`src/rtl/reg_file_pkg.sv`:
```
// Shared defaults and sizing helper for the multi-port register file.
package reg_file_pkg;
  localparam int DATA_W_DEF = 32;
  localparam int ADDR_W_DEF = 5;
  localparam int NUM_RD_DEF = 2;

  // Number of registers addressed by an aw-bit address.
  function automatic int depth_of(input int aw);
    return 1 << aw;
  endfunction
endpackage

```
`src/rtl/reg_file_scoreboard.sv`:
```
// Pending-load scoreboard: one busy bit per register, set on load issue,
// cleared on load writeback. Lookups see the post-update value so a read
// issued in the same cycle as a set/clear observes its effect.
module reg_file_scoreboard
  import reg_file_pkg::*;
#(
  parameter int ADDR_W   = ADDR_W_DEF,
  parameter int NUM_RD   = NUM_RD_DEF,
  parameter int ZERO_REG = 1
) (
  input  logic                       clk,
  input  logic                       rst_n,
  input  logic                       i_set_en,
  input  logic [ADDR_W-1:0]          i_set_addr,
  input  logic                       i_clr_en,
  input  logic [ADDR_W-1:0]          i_clr_addr,
  input  logic [NUM_RD*ADDR_W-1:0]   i_lookup_addr,
  output logic [NUM_RD-1:0]          o_lookup_busy
);
  localparam int DEPTH = depth_of(ADDR_W);

  logic [DEPTH-1:0] r_busy;
  logic [DEPTH-1:0] w_busy_nxt;

  // Clear before set so a simultaneous set/clear of one address leaves it set.
  always_comb begin
    w_busy_nxt = r_busy;
    if (i_clr_en) w_busy_nxt[i_clr_addr] = 1'b0;
    if (i_set_en) w_busy_nxt[i_set_addr] = 1'b1;
    if (ZERO_REG != 0) w_busy_nxt[0] = 1'b0;
  end

  // Busy state register; reset drops every pending load.
  always_ff @(posedge clk or negedge rst_n) begin
    if (!rst_n) r_busy <= '0;
    else        r_busy <= w_busy_nxt;
  end

  for (genvar p = 0; p < NUM_RD; p++) begin : g_lookup
    assign o_lookup_busy[p] = w_busy_nxt[i_lookup_addr[p*ADDR_W +: ADDR_W]];
  end
endmodule

```
`src/rtl/reg_file_mp.sv`:
```
// Multi-read-port register file with two write ports, write-through bypass
// and a load scoreboard. Read data and busy are registered (1-cycle latency)
// and hold while the port's read enable is low.
module reg_file_mp
  import reg_file_pkg::*;
#(
  parameter int DATA_W   = DATA_W_DEF,
  parameter int ADDR_W   = ADDR_W_DEF,
  parameter int NUM_RD   = NUM_RD_DEF,
  parameter int ZERO_REG = 1
) (
  input  logic                       clk,
  input  logic                       rst_n,
  input  logic [NUM_RD-1:0]          rd_en,
  input  logic [NUM_RD*ADDR_W-1:0]   rd_addr,
  output logic [NUM_RD*DATA_W-1:0]   rd_data,
  output logic [NUM_RD-1:0]          rd_busy,
  input  logic                       wr0_en,
  input  logic [ADDR_W-1:0]          wr0_addr,
  input  logic [DATA_W-1:0]          wr0_data,
  input  logic                       wr1_en,
  input  logic [ADDR_W-1:0]          wr1_addr,
  input  logic [DATA_W-1:0]          wr1_data,
  input  logic                       busy_set_en,
  input  logic [ADDR_W-1:0]          busy_set_addr
);
  localparam int DEPTH = depth_of(ADDR_W);

  logic [DEPTH-1:0][DATA_W-1:0]  r_mem;
  logic [NUM_RD-1:0][DATA_W-1:0] r_rd_data;
  logic [NUM_RD-1:0]             r_rd_busy;
  logic [NUM_RD-1:0]             w_lookup_busy;
  logic                          w_wr0_ok;
  logic                          w_wr1_ok;

  // Writes to the hardwired zero register are dropped at the source.
  assign w_wr0_ok = wr0_en && !((ZERO_REG != 0) && (wr0_addr == '0));
  assign w_wr1_ok = wr1_en && !((ZERO_REG != 0) && (wr1_addr == '0));

  // Storage; wr0 is applied last so it wins an address collision with wr1.
  always_ff @(posedge clk or negedge rst_n) begin
    if (!rst_n) begin
      r_mem <= '0;
    end else begin
      if (w_wr1_ok) r_mem[wr1_addr] <= wr1_data;
      if (w_wr0_ok) r_mem[wr0_addr] <= wr0_data;
    end
  end

  reg_file_scoreboard #(
    .ADDR_W   (ADDR_W),
    .NUM_RD   (NUM_RD),
    .ZERO_REG (ZERO_REG)
  ) u_sb (
    .clk           (clk),
    .rst_n         (rst_n),
    .i_set_en      (busy_set_en),
    .i_set_addr    (busy_set_addr),
    .i_clr_en      (wr1_en),
    .i_clr_addr    (wr1_addr),
    .i_lookup_addr (rd_addr),
    .o_lookup_busy (w_lookup_busy)
  );

  for (genvar p = 0; p < NUM_RD; p++) begin : g_rd
    logic [ADDR_W-1:0] w_addr;
    logic [DATA_W-1:0] w_rdata;

    assign w_addr = rd_addr[p*ADDR_W +: ADDR_W];

    // Bypass same-cycle writes, wr0 over wr1; zero register reads as 0.
    always_comb begin
      w_rdata = r_mem[w_addr];
      if (w_wr1_ok && (wr1_addr == w_addr)) w_rdata = wr1_data;
      if (w_wr0_ok && (wr0_addr == w_addr)) w_rdata = wr0_data;
      if ((ZERO_REG != 0) && (w_addr == '0)) w_rdata = '0;
    end

    // Read output register, loaded only when the port is enabled.
    always_ff @(posedge clk or negedge rst_n) begin
      if (!rst_n) begin
        r_rd_data[p] <= '0;
        r_rd_busy[p] <= 1'b0;
      end else if (rd_en[p]) begin
        r_rd_data[p] <= w_rdata;
        r_rd_busy[p] <= w_lookup_busy[p];
      end
    end
  end

  assign rd_data = r_rd_data;
  assign rd_busy = r_rd_busy;
endmodule

```
`config.mk`:
```
export PLATFORM = sky130hd
export DESIGN_NAME = reg_file_mp
export DESIGN_NICKNAME = d
export VERILOG_FILES = /design/src/rtl/reg_file_pkg.sv /design/src/rtl/reg_file_scoreboard.sv /design/src/rtl/reg_file_mp.sv
export SDC_FILE = /design/constraint.sdc
export NUM_CORES = 2
export LEC_CHECK = 0
export BUFFER_PORTS_ARGS = -buffer_cell sky130_fd_sc_hd__buf_2
export CAP_MARGIN = 20
export CORE_MARGIN = 2
export CORE_UTILIZATION = 46
export DETAILED_ROUTE_END_ITERATION = 10
export PLACE_DENSITY_LB_ADDON = 0.12
export SLEW_MARGIN = 20
export SYNTH_ARGS = -nofsm -noshare
export SYNTH_HDL_FRONTEND = slang
export SYNTH_SLANG_ARGS = --single-unit
```
`constraint.sdc`:
```
create_clock -name clk -period 3 [get_ports clk]
set_input_delay 0.6 -clock clk [delete_from_list [all_inputs] [get_ports clk]]
set_output_delay 0.6 -clock clk [all_outputs]
set_load 0.02 [all_outputs]
```
==> flow_summary.yaml <==
timing:
  slew_viol_final: 0
  fmax_mhz: 441
  min_period_ps: 2270
  min_period_over_period_pct: 75.7
  finalHoldViolCount: 0
  finalClockSkew_ps: 24.8
  slew_headroom_pct: 27.1
  worstMarginPinSlew_ps: 1090
  setup_viol: 0
  rsz0062_at_grt: "no"
synth:
  yosys.area_share.simple_pct: 9.68
  synth.avg_cell_area_sq_um: 10.4
  ys_top_cells_by_count: "1,121 x dfrtp_1, 930 x mux2i_1, 845 x nor2_1"
  syn_nets: 6667
  ys_seq_elements: 1121
  ys_seq_area_share_pct: 40.9
  synth_mux_area_share_pct: 32.5
  synth_compound_area_share_pct: 11.6
  synth_flop_cell: "dfrtp_1"
  synth_area_leaders: "dfrtp_1 41%, mux4_2 19%, mux2i_1 14%"
  yosysUniqueCellTypes: 60
  yosysMostFrequentCell: "dfrtp_1"
  synthArstFlopShare_pct: 100
  synthAdderAreaFrac_pct: 0
  synth_xor_area_share_pct: 0.256
  yosysTopAreaCellShare_pct: 40.9
  syn-instance-count: 6571
  yosysWarnings: 0
  syn-cell-area_sq_um: 68500
  synth_edf_count: 0
  synth_top_family_by_area: "multiplexers"
  synth.largest_area_cell: "dfrtp_1"
global_routing:
  grt_pass1_vias: 54150
  antenna_found_initial: 21
  grt_pass1_wl_um: 404000
  grt_start_max_net_pins: 95
  overflow: 0
  grt_usage_pct: 37.0
setup_path:
  cp-start-kind: "flip-flop"
  cp.arrival_ps: 2920
  criticalPathCategory: "flip-flop to flip-flop"
  cp_max_fo: 3
  required_ps: 3650
  crit_path_end_kind: "flip-flop"
floorplanning:
  rows: 141
  die_h_um: 390
  start_util_pct: 46.4
  die_w_um: 390
  core_sq_um: 148000
  ios: 162
  die_area_sq_um: 152000
placement:
  place_area_sq_um: 73800
  dp_hpwl_um: 169000
  dp.cells: 8272
  gp_congestion: 0.941
  numPortBuffers: 161
hold_path:
  hold_class: "primary input to flip-flop"
clock_tree:
  post-cts-setup-buffers: 0
  cts_tree: "built"
  insertion_delay_ps: 780
  root_buffer: "clkbuf_16"
  clock-sinks: 1121
  post_cts_resized: 0
  htreeDepth: 4
  clock_path_buffers: 3
  numCtsBuffers: 137
  cts.clk_slew.worst_paths_ps: 60
outcome:
  status: "finished clean"
routing:
  wire_per_inst_um: 33.2
  routed_wl_um: 282000
  drt_iter0_markers: 6823
  ant_nets: 0
  via_per_inst: 6.58
  drtPass1Iterations: 8
  via_count: 56030
  drcViolationCount: 0
power:
  total_power_mw: 52.3
  power_leakage_nw: 33.5
  ir_worst_vdd_mv: 0.567
  powerDensity_nw_per_um2: 667
job:
  max_cap_viol_count: 0
finish:
  drive_gt1_share_pct: 21.6
  syn2layout_area_growth_pct: 14.4
  fin_nets: 6578
  fin_area_sq_um: 78400
  stdcell_count: 8519
==> stage by stage <==
step           worst slack (ps)  util, %  hold slack, ps  TNS, ps
3_5_place_dp              -23.9     49.9             383    -42.9
4_1_cts                     727     53.0             145        0
3_3_place_gp              -53.4     49.9             376    -92.5
2_1_floorplan               149        -             304        0
5_1_grt                     683     53.0             191        0
6_report                    730     53.1             188        0
==> sequential cells by signal, summed over array words and instances, names as in the netlist <==
| name | cells |
|---|---|
| rd_busy | 2 |
| rd_data | 64 |
| u_sb.r_busy | 31 |
| r_mem | 1024 |
==> worst max-delay path, cell delays in order, from the launching register on <==
cell and delay [ps]:
dfrtp_1 400, mux4_2 470, mux4_2 460, nor2_1 90, nor3_1 60, buf_4 150
a211oi_1 280, buf_4 170, o22ai_1 50
==> worst paths after layout <==
kind | startpoint | cells past startpoint | endpoint | slack, ps
setup / recovery | r_mem[473]$_DFF_PN0_ | 8 | rd_data[57]$_DFFE_PN0P_ | 730
hold / removal | busy_set_addr[1] | 2 | u_sb.r_busy[29]$_DFF_PN0_ | 190
setup reg to reg | r_mem[473]$_DFF_PN0_ | 8 | rd_data[57]$_DFFE_PN0P_ | 730
hold reg to reg | r_mem[10]$_DFF_PN0_ | 0 | r_mem[10]$_DFF_PN0_ | 390
max in group asynchronous | rst_n | 4 | r_mem[98]$_DFF_PN0_ | 1500
min in group asynchronous | rst_n | 2 | r_mem[634]$_DFF_PN0_ | 400
==> final cells by class <==
type | instances | area, sq um
repair buffers | 546 | 5520
flip-flops and latches | 1121 | 28100
inverters | 76 | 293
well taps | 1930 | 2410
fillers | 12942 | 69400
diodes | 9 | 22.5
multi-input cells | 4600 | 37600
clock buffers | 203 | 4190
clock inverters | 34 | 392
==> cell families after synthesis <==
family / Yosys count
flops: 1121
mux: 1507
xor+xnor: 20
simple gates: 1649
buf+inv: 850
compound gates: 1424
==> report_power, final <==
part	internal, mW	total (mW)	switching [mW]
Combinational	7.11	12.8	5.73
Sequential	19.0	22.3	3.27
Clock	10.1	17.2	7.02
==> routing by layer <==
layer  wire length (um)  track usage [%]  vias up
met5                 57                0        -
met2             127000             56.6     3333
met3              29100             8.91      798
met1             110000             49.3    28256
met4              16300             18.7        8
li1                   -                -    23635
==> layout by cell type, fill, tap and decap left out, types with 25 or more instances in the layout <==
| cell | instances |
|---|---|
| nor2_4 | 28 |
| nand2_4 | 29 |
| a22o_1 | 46 |
| buf_12 | 140 |
| clkbuf_8 | 37 |
| mux2i_1 | 930 |
| a2111oi_0 | 25 |
| and3_1 | 28 |
| nor2_1 | 817 |
| nor3_1 | 35 |
| nand3_1 | 27 |
| nor2b_1 | 32 |
| mux4_2 | 577 |
| buf_2 | 152 |
| buf_4 | 247 |
| dfrtp_1 | 1121 |
| a211oi_1 | 59 |
| nand2_1 | 593 |
| o22ai_1 | 61 |
| a21oi_1 | 713 |
| o21ai_0 | 399 |
| inv_1 | 74 |
| a31oi_1 | 68 |
| clkbuf_16 | 144 |
==> what timing repair did <==
item | CTS | global route
hold buffers | 1 | 0
endpoints found under the hold margin | 16 | 0
endpoints found under the setup margin | 0 | 0
No activity file was read; power rests on OpenSTA's default activity.
